## config.mk

```make
export PLATFORM = sky130hd
export DESIGN_NAME = rng_req_arbiter_flat
export DESIGN_NICKNAME = d
export VERILOG_FILES = /design/src/rtl/rng_req_arbiter_pkg.sv /design/src/rtl/rng_req_arbiter_if.sv /design/src/rtl/rng_req_arbiter_fifo.sv /design/src/rtl/rng_req_arbiter.sv /design/src/flat_wrapper.sv
export SDC_FILE = /design/constraint.sdc
export NUM_CORES = 1
export LEC_CHECK = 0
export BUFFER_PORTS_ARGS = -buffer_cell sky130_fd_sc_hd__buf_2
export CELL_PAD_IN_SITES_DETAIL_PLACEMENT = 1
export CELL_PAD_IN_SITES_GLOBAL_PLACEMENT = 2
export CORE_MARGIN = 1.5
export CORE_UTILIZATION = 38
export CTS_CLUSTER_DIAMETER = 80
export DETAILED_ROUTE_END_ITERATION = 10
export GPL_ROUTABILITY_DRIVEN = 0
export PLACE_DENSITY = 0.75
export SLEW_MARGIN = 20
export SYNTH_ARGS = -nofsm -noshare
export SYNTH_HDL_FRONTEND = slang
export SYNTH_SLANG_ARGS = --single-unit
```

## constraint.sdc

```tcl
create_clock -name clk -period 5.2 [get_ports clk]
set_input_delay 1.04 -clock clk [delete_from_list [all_inputs] [get_ports clk]]
set_output_delay 1.04 -clock clk [all_outputs]
set_load 0.02 [all_outputs]
```

## src/rtl/rng_req_arbiter_pkg.sv

```systemverilog
// Shared constants and types for the random-word request arbiter.
// Word width, FSM state type and a small modular-increment helper.
package rng_req_arbiter_pkg;

  localparam int RNG_W = 64;

  typedef enum logic {
    RUN,
    ALARM
  } rng_arb_state_t;

  function automatic int wrap_inc(input int v, input int n);
    return (v + 1) % n;
  endfunction

endpackage

```

## src/rtl/rng_req_arbiter_if.sv

```systemverilog
// Bundle of random-word, request/grant and health signals for rng_req_arbiter.
// The slave modport is the arbiter side; master is the producer/consumer side.
interface rng_req_arbiter_if #(
  parameter int N_REQ = 4,
  parameter int DEPTH = 4
);
  import rng_req_arbiter_pkg::*;

  logic [RNG_W-1:0]           rand_num_i;
  logic                       rand_valid_i;
  logic [N_REQ-1:0]           req_i;
  logic [N_REQ-1:0]           gnt_o;
  logic [RNG_W-1:0]           data_o;
  logic                       alarm_o;
  logic                       alarm_clr_i;
  logic [$clog2(DEPTH):0]     fill_o;

  modport slave (
    input  rand_num_i, rand_valid_i, req_i, alarm_clr_i,
    output gnt_o, data_o, alarm_o, fill_o
  );

  modport master (
    output rand_num_i, rand_valid_i, req_i, alarm_clr_i,
    input  gnt_o, data_o, alarm_o, fill_o
  );

endinterface

```

## src/rtl/rng_req_arbiter_fifo.sv

```systemverilog
// Synchronous FIFO of random words with flush; head word is visible combinationally.
// Pointers carry one extra wrap bit so full and empty are distinguishable.
module rng_req_arbiter_fifo
  import rng_req_arbiter_pkg::*;
#(
  parameter int DEPTH = 4
) (
  input  logic                   clk,
  input  logic                   rst_n,
  input  logic                   flush,
  input  logic                   push,
  input  logic [RNG_W-1:0]       push_data,
  input  logic                   pop,
  output logic [RNG_W-1:0]       head_data,
  output logic                   full,
  output logic                   empty,
  output logic [$clog2(DEPTH):0] count
);

  localparam int AW = $clog2(DEPTH);
  localparam logic [AW:0] DEPTH_C = (AW + 1)'(DEPTH);

  logic [RNG_W-1:0] mem [DEPTH];
  logic [AW:0]      wr_ptr;
  logic [AW:0]      rd_ptr;

  always_ff @(posedge clk) begin
    if (!rst_n || flush) begin
      wr_ptr <= '0;
      rd_ptr <= '0;
    end else begin
      if (push) wr_ptr <= wr_ptr + 1'b1;
      if (pop)  rd_ptr <= rd_ptr + 1'b1;
    end
  end

  // Storage is not reset; only entries between the pointers are ever read.
  always_ff @(posedge clk) begin
    if (push) mem[wr_ptr[AW-1:0]] <= push_data;
  end

  assign head_data = mem[rd_ptr[AW-1:0]];
  assign count     = wr_ptr - rd_ptr;
  assign full      = (count == DEPTH_C);
  assign empty     = (count == '0);

endmodule

```

## src/rtl/rng_req_arbiter.sv

```systemverilog
// Shares a conditioned random word stream between N_REQ consumers, round-robin,
// behind a repetition-count health test that flushes and halts service on failure.
module rng_req_arbiter
  import rng_req_arbiter_pkg::*;
#(
  parameter int N_REQ     = 4,
  parameter int DEPTH     = 4,
  parameter int REP_LIMIT = 4
) (
  input  logic               clk,
  input  logic               rst_n,
  rng_req_arbiter_if.slave   bus
);

  localparam int PTR_W = (N_REQ > 1) ? $clog2(N_REQ) : 1;
  localparam int REP_W = $clog2(REP_LIMIT + 1);
  localparam logic [REP_W-1:0] REP_MAX = REP_W'(REP_LIMIT);

  rng_arb_state_t     state_q, state_nxt;
  logic [REP_W-1:0]   rep_cnt, rep_nxt;
  logic [RNG_W-1:0]   last_word, last_nxt;
  logic [PTR_W-1:0]   rr_ptr, rr_nxt;
  logic [N_REQ-1:0]   gnt_q, gnt_nxt;
  logic [RNG_W-1:0]   data_q, data_nxt;

  logic               push, pop, flush, new_word;
  logic [RNG_W-1:0]   fifo_head;
  logic               fifo_full, fifo_empty;
  logic [$clog2(DEPTH):0] fifo_count;

  logic [N_REQ-1:0]   eligible;
  logic               win_found;
  logic [PTR_W-1:0]   win_idx;
  logic [PTR_W-1:0]   cand;

  rng_req_arbiter_fifo #(.DEPTH(DEPTH)) u_fifo (
    .clk       (clk),
    .rst_n     (rst_n),
    .flush     (flush),
    .push      (push),
    .push_data (bus.rand_num_i),
    .pop       (pop),
    .head_data (fifo_head),
    .full      (fifo_full),
    .empty     (fifo_empty),
    .count     (fifo_count)
  );

  // A requester whose grant is on the output this cycle is skipped, so a held
  // level request cannot collect two words back to back.
  assign eligible = bus.req_i & ~gnt_q;

  always_comb begin
    win_found = 1'b0;
    win_idx   = '0;
    cand      = '0;
    for (int k = 0; k < N_REQ; k++) begin
      cand = PTR_W'((int'(rr_ptr) + k) % N_REQ);
      if (!win_found && eligible[cand]) begin
        win_found = 1'b1;
        win_idx   = cand;
      end
    end
  end

  always_comb begin
    state_nxt = state_q;
    rep_nxt   = rep_cnt;
    last_nxt  = last_word;
    rr_nxt    = rr_ptr;
    gnt_nxt   = '0;
    data_nxt  = data_q;
    push      = 1'b0;
    pop       = 1'b0;
    flush     = 1'b0;
    new_word  = 1'b0;
    case (state_q)
      RUN: begin
        if (bus.alarm_clr_i) rep_nxt = '0;
        if (bus.rand_valid_i) begin
          if (bus.rand_num_i == last_word) begin
            if (!bus.alarm_clr_i && rep_cnt != REP_MAX) rep_nxt = rep_cnt + 1'b1;
          end else begin
            rep_nxt  = '0;
            last_nxt = bus.rand_num_i;
            new_word = 1'b1;
          end
        end
        // Tripping pre-empts any grant decision on the same edge.
        if (rep_nxt == REP_MAX) begin
          state_nxt = ALARM;
          flush     = 1'b1;
        end else begin
          if (!fifo_empty && win_found) begin
            pop              = 1'b1;
            gnt_nxt[win_idx] = 1'b1;
            data_nxt         = fifo_head;
            rr_nxt           = PTR_W'(wrap_inc(int'(win_idx), N_REQ));
          end
          push = new_word && (!fifo_full || pop);
        end
      end
      ALARM: begin
        if (bus.alarm_clr_i) begin
          state_nxt = RUN;
          rep_nxt   = '0;
        end
      end
      default: state_nxt = RUN;
    endcase
  end

  always_ff @(posedge clk) begin
    if (!rst_n) begin
      state_q   <= RUN;
      rep_cnt   <= '0;
      last_word <= '0;
      rr_ptr    <= '0;
      gnt_q     <= '0;
      data_q    <= '0;
    end else begin
      state_q   <= state_nxt;
      rep_cnt   <= rep_nxt;
      last_word <= last_nxt;
      rr_ptr    <= rr_nxt;
      gnt_q     <= gnt_nxt;
      data_q    <= data_nxt;
    end
  end

  assign bus.gnt_o   = gnt_q;
  assign bus.data_o  = data_q;
  assign bus.alarm_o = (state_q == ALARM);
  assign bus.fill_o  = fifo_count;

endmodule

```

## src/flat_wrapper.sv

```systemverilog
// flat-port wrapper written by rule: the top's interface ports become plain ports
module rng_req_arbiter_flat import rng_req_arbiter_pkg::*;
#(
  parameter int N_REQ     = 4,
  parameter int DEPTH     = 4,
  parameter int REP_LIMIT = 4
)
  (clk, rst_n, bus_rand_num_i, bus_rand_valid_i, bus_req_i, bus_alarm_clr_i, bus_gnt_o, bus_data_o, bus_alarm_o, bus_fill_o);
  rng_req_arbiter_if #(.N_REQ(N_REQ), .DEPTH(DEPTH)) bus_i ();
  input  logic clk;
  input  logic rst_n;
  input wire logic [$bits(bus_i.rand_num_i)-1:0] bus_rand_num_i;
  input wire logic [$bits(bus_i.rand_valid_i)-1:0] bus_rand_valid_i;
  input wire logic [$bits(bus_i.req_i)-1:0] bus_req_i;
  input wire logic [$bits(bus_i.alarm_clr_i)-1:0] bus_alarm_clr_i;
  output wire logic [$bits(bus_i.gnt_o)-1:0] bus_gnt_o;
  output wire logic [$bits(bus_i.data_o)-1:0] bus_data_o;
  output wire logic [$bits(bus_i.alarm_o)-1:0] bus_alarm_o;
  output wire logic [$bits(bus_i.fill_o)-1:0] bus_fill_o;
  assign bus_i.rand_num_i = bus_rand_num_i;
  assign bus_i.rand_valid_i = bus_rand_valid_i;
  assign bus_i.req_i = bus_req_i;
  assign bus_i.alarm_clr_i = bus_alarm_clr_i;
  assign bus_gnt_o = bus_i.gnt_o;
  assign bus_data_o = bus_i.data_o;
  assign bus_alarm_o = bus_i.alarm_o;
  assign bus_fill_o = bus_i.fill_o;
  rng_req_arbiter #(.N_REQ(N_REQ), .DEPTH(DEPTH), .REP_LIMIT(REP_LIMIT)) u_core (.clk(clk), .rst_n(rst_n), .bus(bus_i));
endmodule
```

* Word level (Yosys, flattened, before mapping)
Memories as Yosys holds them, arrays and structs flattened. A register that Yosys moved wholly into a read port is not among the register bits. Index checks and enable logic that the tools add are counted.
Cells by class: add/subtract/negate cells 8, order comparisons 6, eq/ne operators 4, mux-type cells 40, bitwise gates (word level) 7, reduce and logical (&&, ||, !) cells 21
Operator list (count):
- equality test 64 bit | 1
- two-way mux 1 bit | 24
- less-than comparator 2 x 3 -> 1 bit, second input constant | 5
- two-way mux 3 bit | 5
- adder 3 x 1 -> 3 bit, second input constant | 3
- binary-select mux 1 bit (select 2 bit) | 4
- logical NOT 1 bit | 8
- two-way mux 2 bit | 4
- logical AND 1 bit | 7
- equality test 3 bit, second input constant | 2
- one-hot mux 3 bit (2 select lines) | 1
- AND reduction 3 bit | 2
- NOT 1 bit | 5
- adder 2 x 1 -> 2 bit, second input constant | 2
- adder 2 bit, second input constant | 2
- bitwise AND 4 bit | 1
- NOT 4 bit | 1
- OR reduction 4 bit | 1
- logical NOT 3 bit | 1
- != test 3 bit, second input constant | 1
- subtractor 3 bit | 1
- demux 1 bit (select 2 bit) | 1
- greater-or-equal comparator 2 x 1 -> 1 bit, second input constant | 1
- logical OR 1 bit | 2
- one-hot mux 1 bit (2 select lines) | 1
Word-level totals: register bits after elaboration 80, memory bits (writable) 256, input port bits 72, output and inout port bits 72, word-level logic and storage cells 94, memories kept 1
Memory list:
- u_core.u_fifo.mem | depth 4, bits a word 64, rd ports 1, clocked after Yosys merged registers in 1, write ports 1, RTL line rng_req_arbiter_fifo.sv:23 | logic [RNG_W-1:0] mem [DEPTH];

* Depth between registers and ports, before layout
depth in word-level cells 24, mapped depth 11, depth with buffers taken out 9

* Hierarchy
Synthesis repeated with hierarchy kept, for this count alone.
Second synthesis, totals: cells, all modules 1107, area, all modules 16204.3 µm²
Modules (own cells, without submodules):
- rng_req_arbiter_fifo | instances 1, cells an instance 377, area an instance 9751.9 µm², seq. area each 7847.5 µm²
- rng_req_arbiter | instances 1, cells an instance 730, area an instance 6452.4 µm², seq. area each 2762.6 µm²

* Worst setup path before layout
OpenSTA, ideal clock, no wires.
kind input -> register, from input port bus_rand_num_i[15], to memory u_core.u_fifo.mem[3][0], enable pin, data arrival time 4.472 ns, data required time 4.714 ns, path slack 0.242 ns, cell stages on the path 7, path buffers 2, cells stage by stage xnor2_1 nand4_1 nor4_2 and4_1 buf_2 buf_2 nor2_1
Between the ends: cells in the longest elaborated chain, start to end 9, elaborated cells between the ends (all ways) 13
RTL lines:
- start: declaration | RTL line flat_wrapper.sv:12 | input wire logic [$bits(bus_i.rand_num_i)-1:0] bus_rand_num_i;
- equality test 64 bit (*) | RTL line rng_req_arbiter.sv:81 | if (bus.rand_num_i == last_word) begin
- two-way mux 3 bit / two-way mux 1 bit (equally long branches) | RTL line rng_req_arbiter.sv:81
- two-way mux 3 bit / two-way mux 1 bit (equally long branches) | RTL line rng_req_arbiter.sv:80 | if (bus.rand_valid_i) begin
- two-way mux 3 bit / two-way mux 1 bit (equally long branches) | RTL line rng_req_arbiter.sv:77 | case (state_q)
- equality test 3 bit / logical AND 1 bit (equally long branches) | RTL line rng_req_arbiter.sv:90, rng_req_arbiter.sv:100
- two-way mux 1 bit (*) | RTL line rng_req_arbiter.sv:90 | if (rep_nxt == REP_MAX) begin
- two-way mux 1 bit (*) | RTL line rng_req_arbiter.sv:77
- two-way mux 1 bit (*) | RTL line rng_req_arbiter_fifo.sv:39 | if (push) mem[wr_ptr[AW-1:0]] <= push_data;
- two-way mux 1 bit (implied by the code) (*) | RTL line rng_req_arbiter_fifo.sv:39
- end: declaration | RTL line rng_req_arbiter_fifo.sv:23
Every way passes the cells marked *; elsewhere a longest branch is shown, timed or not. The select of a mux whose other input is x is not followed.

* Final worst setup path
from input port bus_rand_num_i[36], to memory u_core.u_fifo.mem[2][52], enable pin
Same word-level chain as after synthesis.

==> summary.md <==
| Metric | Value |
|---|---|
| Crit start category | `input port` |
| Die width | `208 um` |
| Initial DRC Count | `526` |
| Layout cells sized above 1 | `23.7%` |
| Worst Clk Skew | `between 20 and 25 ps` |
| Final Hold Viols | `0` |
| Syn Area/Cell | `approximately 14 um^2` |
| Max IR drop VDD | `between 0.0003 and 0.0004 V` |
| Fin util | `44.4%` |
| Worst-path cell chain | `buf_2 > xnor2_1 > nand4_1 > nor4_2 > nand4_1 > and3_2 > buf_4` |
| Tot GR Track Use | `~18%` |
| FMAX | `approximately 0.28 GHz` |
| RSZ-0062 raised after global routing | `no` |
| Root Driver | `clkbuf_16` |
| Top FF cell, synth | `edfxtp_1` |
| Dpl hpwl | `23400 um` |
| Final nets | `between 1000 and 1500` |
| PwrDens | `around 480 mW/mm^2` |
| Crit path buf inv count | `2` |
| Final ANT Viol Nets | `0` |
| First-pass GRT wire length | `59600 um` |
| Worst Hold Class | `flip-flop to flip-flop` |
| FILL cells | `about 4200` |
| CTS tree | `yes` |
| Core box area | `roughly 0.042 mm^2` |
| DR DRC count | `0` |
| Final Setup Violations | `0` |
| Final min period | `approximately 3600 ps` |
| Die area | `0.0435 mm^2` |
| Critical path class | `input port to flip-flop` |
| Most used cell, CP | `nand4_1` |
| Worst-path clk slew | `roughly 60 ps` |
| Pleak | `~6.5 nW` |
| 1st-pass router iterations | `4` |
| Max_cap viols | `0` |
| Pin count of the biggest net entering global routing | `about 70` |
| EDFF count, synth | `256` |
| I/O Pins | `approximately 140` |
| FP Rows | `75` |
| Status | `complete, no violations` |
| Post-DR vias/cell | `5.17` |
| Area growth, synth to finish | `15.7%` |
| Placed insts | `between 1500 and 2000` |
| CTS sink count | `400` |
| CTS Hold Buffers Added | `0` |
| Routed WL per cell | `between 20 and 25 um` |
| Asr flop ratio synth | `0%` |
| Die H | `208 um` |
| Slew margin rel. | `a little under a third` |
| Setup Fix Bufs, Post-CTS | `0` |
| #FFs+latches synth | `400` |
| Worst path max stage delay | `610 ps` |
| Total number of vias | `between 9000 and 10000` |
| Commonest cells after routing, fill and taps aside | `edfxtp_1 (256), nand2_1 (142), buf_2 (142), dfxtp_1 (142), a21oi_1 (70)` |
| Largest fanout on the critical path | `64` |
| Slowest stage cell on the critical path | `nand4_1` |
| Critical Path Sink Type | `flip-flop` |
| Crit share post-route | `68.6%` |
| IO Port Bufs | `between 100 and 150` |
| Worst-Margin Slew | `between 1000 and 1500 ps` |
| WP data arrival | `3710 ps` |
| Commonest non-fill, non-tap cell in the layout | `edfxtp_1` |
| Post-Syn Nets | `1211` |
| Post-synthesis sequential area ratio | `between 60% and 70%` |
| Initial antenna violation count | `0` |
| Unique masters post-synth | `50` |
| Syn. warnings | `0` |
| Vias in the first global route | `10100` |
| Clock Latency Late Sink | `~550 ps` |
| Final Max Tran Viols | `0` |
| Post-Layout Cell Count | `roughly 1800` |
| Resized cells post-CTS | `0` |
| Grt ovf | `0` |
| Post-Route WL | `37800 um` |
| Initial Utilization | `around two fifths` |
| Post-route setup TNS | `0 ps` |
| Synth Instances | `around 1100` |
| Worst EP required | `about 5300 ps` |
| Post-Syn Area | `roughly 0.016 mm^2` |
| Max Root-Sink Buffers | `3` |
| H-tree levels | `2` |
| CP top delay family | `simple AND/OR/NAND/NOR gates` |
| CTS Buf Count | `43` |
kinds of logic after synthesis:
kind of cell,after synthesis,share of synthesized area [%]
buffers and inverters,89,3.06
adder cells (fa/ha/maj),13,1.06
multiplexers,131,13.2
AO/OA/AOI/OAI,151,4.98
AND/OR/NAND/NOR,275,8.10
flip-flops,400,65.9
XOR/XNOR,67,3.76
metrics by stage:
stage,hold WS (ps),setup WS [ps],power (mW),area [um^2]
global placement,444,1240,6.03,17200
finish,455,1640,8.95,18600
CTS,459,1610,9.10,18600
floorplan,459,242,5.64,16000
global route,477,1460,9.37,18600
detailed placement,449,1150,6.07,17200
report_power, final:
group	total, mW	leakage, nW	switching (mW)	internal [mW]
clock	2.99	0.678	1.22	1.77
combinational	2.05	2.32	1.15	0.897
sequential	3.90	3.54	0.189	3.72
total	8.95	6.54	2.56	6.38
tightest hold or removal path: stages (launching register included):
cell and delay (ps):
dfxtp_1 300, nand2_1 50, mux2i_1 50
path summary, 6_finish.rpt:
path                                                            to                                 start  slack, ps  depth (start not counted)
worst min register to register  u_core.bus.data_o[61]$_SDFFE_PN0P_    u_core.bus.data_o[61]$_SDFFE_PN0P_        460                          2
worst max register to register  u_core.u_fifo.mem[3][25]$_DFFE_PP_  u_core.u_fifo.rd_ptr[0]$_SDFFE_PP0P_       1760                          7
worst min-delay path            u_core.bus.data_o[61]$_SDFFE_PN0P_    u_core.bus.data_o[61]$_SDFFE_PN0P_        460                          2
worst max-delay path            u_core.u_fifo.mem[2][52]$_DFFE_PP_                    bus_rand_num_i[36]       1640                          7
layer usage:
metal	up-vias	GRT usage (%)	part of all wire [%]
met5	-	0	0
met4	0	4.66	1.9
met3	50	2.85	3.6
met2	165	29.6	49
met1	4802	24.2	46
li1	4432	-	-
Yosys cell counts (all sizes together), types with 14 or more instances:
cell,number,area [um^2]
nand3,69,345
dfxtp,144,2880
o21ai,71,359
a21oi,70,350
inv,14,52.6
mux2i,67,671
mux4,64,1440
nand4,19,119
nand2,142,533
edfxtp,256,7690
clkbuf,43,168
xnor2,65,569
buf,32,270
cell type report:
cell class,count,area [um^2],share of cell area [%]
Antenna cell,1,2.50,0.0135
Clock buffer,60,1210,6.53
Clock inverter,18,163,0.877
Inverter,14,52.6,0.283
Multi-Input combinational cell,637,5010,27.0
Sequential cell,400,10600,57.0
Tap cell,539,674,3.63
Timing Repair Buffer,159,863,4.65
registers in the layout, summed over array words and instances, names as in the netlist:
| register | cells |
|---|---|
| u_core.u_fifo.rd_ptr | 3 |
| u_core.bus.gnt_o | 4 |
| u_core.rep_cnt | 3 |
| u_core.rr_ptr | 2 |
| u_core.u_fifo.wr_ptr | 3 |
| u_core.bus.data_o | 64 |
| u_core.bus.alarm_o | 1 |
| u_core.u_fifo.mem | 256 |
| u_core.last_word | 64 |
Power figures use the tool's default switching activity.
